`src/rtl/pipe_skid_reg_pkg.sv`:
```
// Shared types and default payload constants for the skid-buffered pipeline register.
package pipe_skid_reg_pkg;

  typedef enum logic [1:0] {
    ST_EMPTY = 2'd0,
    ST_FULL  = 2'd1,
    ST_SKID  = 2'd2
  } skid_state_e;

  localparam logic [31:0] RESET_VALUE_32 = 32'h1000_0000;
  localparam logic [31:0] NOP_INSTR      = 32'h0000_0033;

endpackage

```
`src/rtl/flopenrclr.sv`:
```
// Flop with synchronous reset, synchronous clear and load enable (reset > clear > enable).
module flopenrclr #(
  parameter int              WIDTH       = 32,
  parameter logic [WIDTH-1:0] RESET_VALUE = '0,
  parameter logic [WIDTH-1:0] CLR_VALUE   = '0
) (
  input  logic             clk,
  input  logic             rst,
  input  logic             en,
  input  logic             clr,
  input  logic [WIDTH-1:0] d,
  output logic [WIDTH-1:0] q
);

  // Register update: reset value, then clear value, then load of d.
  always_ff @(posedge clk) begin
    if (rst)      q <= RESET_VALUE;
    else if (clr) q <= CLR_VALUE;
    else if (en)  q <= d;
  end

endmodule

```
`src/rtl/pipe_skid_reg.sv`:
```
// Two-entry valid/ready pipeline register: a head (main) register plus one skid
// register, so in_ready can be registered and never depends on out_ready.
//
//   state    | meaning
//   ---------+-------------------------------------------------------------
//   ST_EMPTY | nothing held; out_data shows reset or bubble payload
//   ST_FULL  | one entry in main, skid unused
//   ST_SKID  | two entries: main is head, skid is next; in_ready low
module pipe_skid_reg
  import pipe_skid_reg_pkg::*;
#(
  parameter int               WIDTH        = 32,
  parameter logic [WIDTH-1:0] RESET_VALUE  = WIDTH'(RESET_VALUE_32),
  parameter logic [WIDTH-1:0] BUBBLE_VALUE = WIDTH'(NOP_INSTR)
) (
  input  logic             clk,
  input  logic             rst,
  input  logic             flush,
  input  logic             in_valid,
  output logic             in_ready,
  input  logic [WIDTH-1:0] in_data,
  output logic             out_valid,
  input  logic             out_ready,
  output logic [WIDTH-1:0] out_data,
  output logic [1:0]       occupancy
);

  skid_state_e      state, state_next;
  logic             in_ready_q;
  logic             in_xfer, out_xfer;
  logic             main_en, main_clr, skid_en, skid_clr;
  logic [WIDTH-1:0] main_d, main_q, skid_q;

  // in_ready comes from a flop; rst only masks it so nothing is accepted during reset.
  assign in_ready  = in_ready_q & ~rst;
  assign out_valid = (state == ST_FULL) || (state == ST_SKID);
  assign out_data  = main_q;
  assign in_xfer   = in_valid & in_ready;
  assign out_xfer  = out_valid & out_ready;

  // State register and registered in_ready (low only when the next state is SKID).
  always_ff @(posedge clk) begin
    if (rst) begin
      state      <= ST_EMPTY;
      in_ready_q <= 1'b1;
    end else begin
      state      <= state_next;
      in_ready_q <= (state_next != ST_SKID);
    end
  end

  // Next-state and register load controls; flush overrides every transfer.
  always_comb begin
    state_next = state;
    main_en    = 1'b0;
    main_clr   = 1'b0;
    main_d     = in_data;
    skid_en    = 1'b0;
    skid_clr   = 1'b0;
    case (state)
      ST_EMPTY: begin
        if (in_xfer) begin
          main_en    = 1'b1;
          state_next = ST_FULL;
        end
      end
      ST_FULL: begin
        if (in_xfer && out_xfer) begin
          main_en = 1'b1;
        end else if (in_xfer) begin
          skid_en    = 1'b1;
          state_next = ST_SKID;
        end else if (out_xfer) begin
          main_clr   = 1'b1;
          state_next = ST_EMPTY;
        end
      end
      ST_SKID: begin
        if (out_xfer) begin
          main_en    = 1'b1;
          main_d     = skid_q;
          skid_clr   = 1'b1;
          state_next = ST_FULL;
        end
      end
      default: state_next = ST_EMPTY;
    endcase
    if (flush) begin
      state_next = ST_EMPTY;
      main_clr   = 1'b1;
      skid_clr   = 1'b1;
    end
  end

  // Occupancy decoded directly from state.
  always_comb begin
    occupancy = 2'd0;
    case (state)
      ST_FULL:  occupancy = 2'd1;
      ST_SKID:  occupancy = 2'd2;
      default:  occupancy = 2'd0;
    endcase
  end

  flopenrclr #(
    .WIDTH       (WIDTH),
    .RESET_VALUE (RESET_VALUE),
    .CLR_VALUE   (BUBBLE_VALUE)
  ) u_main (
    .clk (clk),
    .rst (rst),
    .en  (main_en),
    .clr (main_clr),
    .d   (main_d),
    .q   (main_q)
  );

  flopenrclr #(
    .WIDTH       (WIDTH),
    .RESET_VALUE (BUBBLE_VALUE),
    .CLR_VALUE   (BUBBLE_VALUE)
  ) u_skid (
    .clk (clk),
    .rst (rst),
    .en  (skid_en),
    .clr (skid_clr),
    .d   (in_data),
    .q   (skid_q)
  );

endmodule
```
`config.mk`:
```
export PLATFORM = sky130hd
export DESIGN_NAME = pipe_skid_reg
export DESIGN_NICKNAME = d
export VERILOG_FILES = /design/src/rtl/pipe_skid_reg_pkg.sv /design/src/rtl/flopenrclr.sv /design/src/rtl/pipe_skid_reg.sv
export SDC_FILE = /design/constraint.sdc
export NUM_CORES = 1
export LEC_CHECK = 0
export CAP_MARGIN = 40
export CORE_ASPECT_RATIO = 1.75
export CORE_MARGIN = 2
export CORE_UTILIZATION = 50
export CTS_CLUSTER_DIAMETER = 80
export DETAILED_ROUTE_END_ITERATION = 8
export PLACE_DENSITY = 0.8
export REMOVE_ABC_BUFFERS = 1
export SLEW_MARGIN = 20
export SYNTH_ARGS = -nofsm -noshare
export SYNTH_HDL_FRONTEND = slang
export SYNTH_HIERARCHICAL = 1
export SYNTH_SLANG_ARGS = --single-unit
```
`constraint.sdc`:
```
create_clock -name clk -period 2.2 [get_ports clk]
set_input_delay 0.44 -clock clk [delete_from_list [all_inputs] [get_ports clk]]
set_output_delay 0.44 -clock clk [all_outputs]
set_load 0.01 [all_outputs]
```
==> results of run 1 <==
## power by group through the flow
| stage | clock network [mW] | logic [mW] | registers (mW) |
|---|---|---|---|
| after floorplan | 0 | 0.156 | 1.28 |
| after global placement | 0 | 0.329 | 1.27 |
| after detailed placement | 0 | 0.334 | 1.28 |
| after CTS | 1.13 | 0.338 | 1.25 |
| after global routing | 1.19 | 0.360 | 1.25 |
| final | 1.11 | 0.338 | 1.25 |
## logic make-up (layout without fill, tap and decap cells)
group	Yosys count	after routing	synth area share, %
muxes	96	96	34.8
and+or+nand+nor	74	74	11.4
DFF	67	67	42.0
buffers and inverters	21	107	6.46
AOI/OAI and AO/OA	16	16	3.09
adders and majority gates	5	5	1.96
xor gates and xnor gates	1	1	0.274
## through the flow
step	total power, mW	setup TNS [ns]
finish	2.69	0
CTS	2.72	0
detailed placement	1.61	0
floorplan	1.44	-59.81
global route	2.80	0
global placement	1.60	0
## critical path, stage by stage, from the launching register on
cell and delay (ns):
dfxtp_2 0.37, inv_1 0.10, ha_4 0.31, clkdlybuf4s50_1 0.53
## sequential cells by signal, indices dropped and copies added, names as in the netlist
| signal | count |
|---|---|
| in_ready_q | 1 |
| state | 2 |
| u_main/q | 32 |
| u_skid/q | 32 |
## metal layers
layer	vias to the layer above	GRT usage [%]
met3	13	4.40
met1	1041	22.0
met4	0	8.97
met5	-	0
li1	1119	-
met2	63	34.7
## layout make-up
cell class	instances	area (µm²)	area share (%)
multi-input cells	192	1670	39.3
flip-flops and latches	67	1340	31.6
repair buffers	87	908	21.4
clock buffers	10	128	3.00
well taps	80	100	2.35
clock inverters	6	90.1	2.12
inverters	4	15.0	0.353
## what timing repair did
action                                 4_1_cts  5_1_grt
endpoints found under the hold margin        0        0
setup endpoints to repair                    1       23
pin swaps                                    0        1
resized for setup                            1        1
buffers inserted                             0        1
## path summary, 6_finish.rpt
check | slack (ns) | depth (start not counted) | endpoint
worst min-delay path | 0.48 | 2 | u_skid/q[5]
worst max-delay path | 0.11 | 3 | out_valid
worst min register to register | 0.48 | 2 | u_skid/q[5]
worst max register to register | 0.17 | 9 | u_main/q[6]
## placed cells by master, fill, tap and decap left out, types with 2 or more instances in the layout
master,Yosys,final
ha_1,5,4
clkinv_4,0,2
or2_1,2,2
o21bai_1,2,2
bufinv_16,0,2
mux2_2,2,2
buf_12,2,6
clkdlybuf4s50_1,0,72
nor2_2,20,20
mux2_4,30,30
nand2_1,7,7
inv_1,4,4
nor2_1,37,36
o211ai_1,2,2
dfxtp_1,67,66
nor2b_1,2,2
a21oi_1,7,7
mux2i_1,64,64
clkbuf_8,0,9
buf_4,5,9
==> results.json, run 1 <==
{
  "placed_cell_area_mm2": 0.00402,
  "synth_cells": 280,
  "p_leak_nw": 1.64,
  "synth_ff_type": "dfxtp_1",
  "drive_above_1_share_pct": 24.0,
  "numCtsBuffers": 9,
  "worst_setup_path_start_kind": "flip-flop",
  "path_max_fanout": 5,
  "slew_violations": 0,
  "min_period_ns": 2.09,
  "worstHoldStart": "u_skid/q[5]",
  "port-buffer-count": 72,
  "synth_most_common_cell": "dfxtp_1",
  "grt_max_degree": 28,
  "initial_utilization_pct": 51.7,
  "die_h_um": 110,
  "antenna_found_initial": 0,
  "fill_cells": 484,
  "antenna_cells": 0,
  "rsz0062_at_grt": "no",
  "core.rowCount": 38,
  "fmax_mhz": 478,
  "firstDrtPassIters": 4,
  "syn_to_final_growth_pct": 33.1,
  "clockRootBuffer": "clkbuf_8",
  "met2_length_um": 3520,
  "pwr-share-seq_pct": 46.3,
  "cts_tree": "yes",
  "fp.dieW_um": 64.4,
  "die_area_mm2": 0.00707,
  "ys_top_cells_by_area": "dfxtp_1 42%, mux2i_1 20%, mux2_4 14%, nor2_1 4.3%, nor2_2 3.9%",
  "hpwl_um": 4660,
  "ys_seq_elements": 67,
  "synth_edf_count": 0,
  "syn_area_mm2": 0.00320,
  "yosys.area.top_type": "dfxtp_1",
  "drt_iter0_markers": 98,
  "htree_levels": 3,
  "fin_ws_ns": 0.108,
  "maxUsedRoutingLayer": "met4",
  "powerDensity_mw_per_mm2": 633,
  "clk_pin_slew_ns": 0.07,
  "seq_area_frac_synth_pct": 42.0,
  "io_pins": 73,
  "routed-via-count": 2236,
  "avgSynthCellArea_um2": 11.4,
  "synthTopCellsByCount": "67 x dfxtp_1, 64 x mux2i_1, 37 x nor2_1, 30 x mux2_4, 20 x nor2_2",
  "yosysWarnings": 6,
  "dp_cells": 429,
  "core_mm2": 0.00618,
  "fin_nets": 403,
  "tightest_slew_ns": 0.347,
  "status": "completed",
  "grt_pass1_vias": 2213,
  "p_sw_mw": 0.618,
  "pwr-share-comb_pct": 12.5,
  "finalCritPeriodShare_pct": 95.1,
  "clock_path_buffers": 2,
  "critPathLaunch": "state[0]",
  "drv_cap": 0,
  "design_area_mm2": 0.00425,
  "synthDistinctLibCells": 31,
  "setup_viol": 0,
  "p_clk_share_pct": 41.2,
  "holdBufCountCts": 0,
  "skew_ns": 0.00986,
  "end_kind": "output port",
  "async_flop_share_pct": 0,
  "insertion_delay_ns": 0.34,
  "route.met3.wl_um": 290,
  "final_core_util_pct": 68.8,
  "grt_overflow": 0,
  "slew_headroom_pct": 76.8,
  "cp_data_arrival_time_ns": 1.65,
  "m1WireLength_um": 2570,
  "grt_pass1_wl_um": 10500,
  "criticalPathCategory": "reg -> out",
  "ant_nets": 0,
  "cts.sinks": 67,
  "switching_share_pct": 22.9,
  "worst_ir_drop_vdd_uv": 584,
  "wl_per_cell_um": 14.7,
  "wl_um": 6540,
  "hold_slack_ns": 0.480,
  "track_usage_pct": 19.5,
  "cp_data_required_time_ns": 1.76,
  "pre_cts_ws_ns": 0.0381,
  "p_int_mw": 2.08,
  "via_per_inst": 5.01,
  "instances_no_fill": 446,
  "drc": 0,
  "hold_viol": 0,
  "rr_startpoint": "state[0]",
  "globalplace.congestion": 0.821,
  "yosysTopAreaCellShare_pct": 42.0,
  "hp-class": "reg -> reg"
}
No activity file was read; power rests on OpenSTA's default activity.
==> run 2: changes to the inputs <==
CORE_MARGIN = 5   (was 2)
==> run 2 against run 1 <==
  * Via count down 0.81%
  * Worst hold slack worse by 0.0061 ns
  * First-iteration DRC count up 21%
  * Global-route usage down 2.8 points
  * Routed wire length down 1.6%
  * Utilization down 1.8 points
==> results.json, run 2 (synthesis gave the netlist of run 1 again) <==
{
  "min_period_ns": 2.09,
  "final_common_cell": "clkdlybuf4s50_1",
  "max_stage_delay_ns": 0.54,
  "finalCritPeriodShare_pct": 95.1,
  "antenna_found_initial": 0,
  "fp.dieW_um": 70.4,
  "rr_startpoint": "state[0]",
  "status": "completed",
  "antenna_cells": 0,
  "slowest_stage": "clkdlybuf4s50_1",
  "core.rowCount": 38,
  "path_delay_family": "buffers and inverters",
  "criticalPathCategory": "reg -> out",
  "finalSetupTns_ns": 0,
  "grt_max_degree": 33,
  "worst_ir_drop_vdd_uv": 404,
  "cp.depth": 3,
  "core_mm2": 0.00623,
  "multiInputGateArea_mm2": 0.00167,
  "skew_ns": 0.00402,
  "reg2reg_depth": 9,
  "end_kind": "output port",
  "crit_end": "out_valid",
  "wl_um": 6440,
  "slew_headroom_pct": 80.3,
  "firstDrtPassIters": 5,
  "drc": 0,
  "top_regs": "u_main/q x32, u_skid/q x32, state x2",
  "track_usage_pct": 16.7,
  "ant_nets": 0,
  "p_leak_nw": 1.60,
  "fin_nets": 399,
  "placed_cell_area_mm2": 0.00401,
  "clockRootBuffer": "clkbuf_8",
  "clock_path_buffers": 2,
  "rsz0062_at_grt": "no",
  "fmax_mhz": 478,
  "cts_tree": "yes",
  "tightest_slew_ns": 0.293,
  "cp_data_arrival_time_ns": 1.65,
  "pre_cts_ws_ns": -0.00993,
  "fill_cells": 507,
  "mostFrequentLayoutCells": "72 x clkdlybuf4s50_1, 66 x dfxtp_1, 64 x mux2i_1",
  "post-cts-setup-buffers": 0,
  "path_cells": "inv_1 -> ha_4 -> clkdlybuf4s50_1",
  "worst_setup_path_start_kind": "flip-flop",
  "regToRegSetupSlack_ns": 0.32,
  "slew_violations": 0,
  "critPathLaunch": "state[0]",
  "die_h_um": 116,
  "drv_cap": 0,
  "hold_viol": 0,
  "hp-class": "reg -> reg",
  "hpwl_um": 4520,
  "htree_levels": 3,
  "cts.sinks": 67,
  "powerDensity_mw_per_mm2": 582,
  "holdBufCountCts": 0,
  "die_area_mm2": 0.00816,
  "wl_per_cell_um": 14.7,
  "insertion_delay_ns": 0.34,
  "path_buf_inv": 2,
  "fin_ws_ns": 0.108,
  "via_per_inst": 5.06,
  "globalplace.congestion": 0.789,
  "port-buffer-count": 72,
  "cp_data_required_time_ns": 1.76,
  "r2r_end": "u_main/q[4]",
  "initial_utilization_pct": 51.3,
  "io_pins": 73,
  "grt_pass1_wl_um": 10600,
  "design_area_mm2": 0.00417,
  "drt_iter0_markers": 119,
  "path_max_fanout": 5,
  "routed-via-count": 2218,
  "numCtsBuffers": 9,
  "setup_viol": 0,
  "syn_to_final_growth_pct": 30.6,
  "clk_pin_slew_ns": 0.06,
  "grt_overflow": 0,
  "grt_pass1_vias": 2319,
  "regArea_mm2": 0.00134,
  "drive_above_1_share_pct": 22.3
}
[run 2: cell count changes in the layout (fill, tap and decap cells not counted), sizes merged]
cell | previous run | this run
buf | 15 | 11
bufinv | 2 | 0
clkbuf | 10 | 12
clkinv | 3 | 0
clkinvlp | 1 | 0
[run 2: how the worst min path moves through the flow]
stage / startpoint / endpoint / slack [ns] / cells past startpoint
6_report: u_skid/q[5] / u_skid/q[5] / 0.47 / 2
5_1_grt: u_skid/q[0] / u_skid/q[0] / 0.51 / 2
4_1_cts: u_skid/q[0] / u_skid/q[0] / 0.48 / 2
3_5_place_dp: u_skid/q[0] / u_skid/q[0] / 0.46 / 2
3_3_place_gp: u_skid/q[5] / u_skid/q[5] / 0.45 / 2
2_1_floorplan: u_skid/q[0] / u_skid/q[0] / 0.44 / 2
[run 2: per-stage QoR]
step	util [%]	power, mW	instances	hold slack [ns]
after CTS	67.0	2.47	438	0.477
final	67.0	2.43	438	0.474
after global placement	64.3	1.60	426	0.453
after floorplan	-	1.44	263	0.436
after detailed placement	64.3	1.61	426	0.459
after global routing	67.0	2.54	438	0.511
[run 2: per-layer routing]
metal  share of wire [%]  vias to the layer above  GRT usage, %
met5                   0                        -             0
met3                 4.8                       10          4.25
met2                  54                       52          30.4
met1                  39                     1051          17.5
met4                 1.7                        0          8.82
li1                    -                     1105             -
[run 2: cell type report]
type	count	area share [%]
inverters	4	0.360
flip-flops and latches	67	32.2
multi-input cells	192	40.0
well taps	80	2.40
repair buffers	83	21.3
clock buffers	12	3.72
[run 2: worst reg2reg max path, cell delays in order (launching register included)]
cell and delay, ns:
dfxtp_2 0.36, inv_1 0.10, ha_4 0.31, nand3_1 0.11
a21oi_1 0.16, a21oi_1 0.08, nor2_4 0.16, buf_12 0.18
mux2i_1 0.22, a21oi_1 0.09
[run 2: power by group]
group          switching, mW  total (mW)  internal, mW
clock network          0.407       0.852         0.446
registers             0.0125        1.25          1.24
logic                  0.131       0.331         0.199
total                  0.550        2.43          1.88
[run 2: what timing repair did]
| action | 4_1_cts | 5_1_grt |
|---|---|---|
| endpoints found under the setup margin | 1 | 1 |
| gates resized for setup | 1 | 1 |
| pin swaps | 0 | 0 |
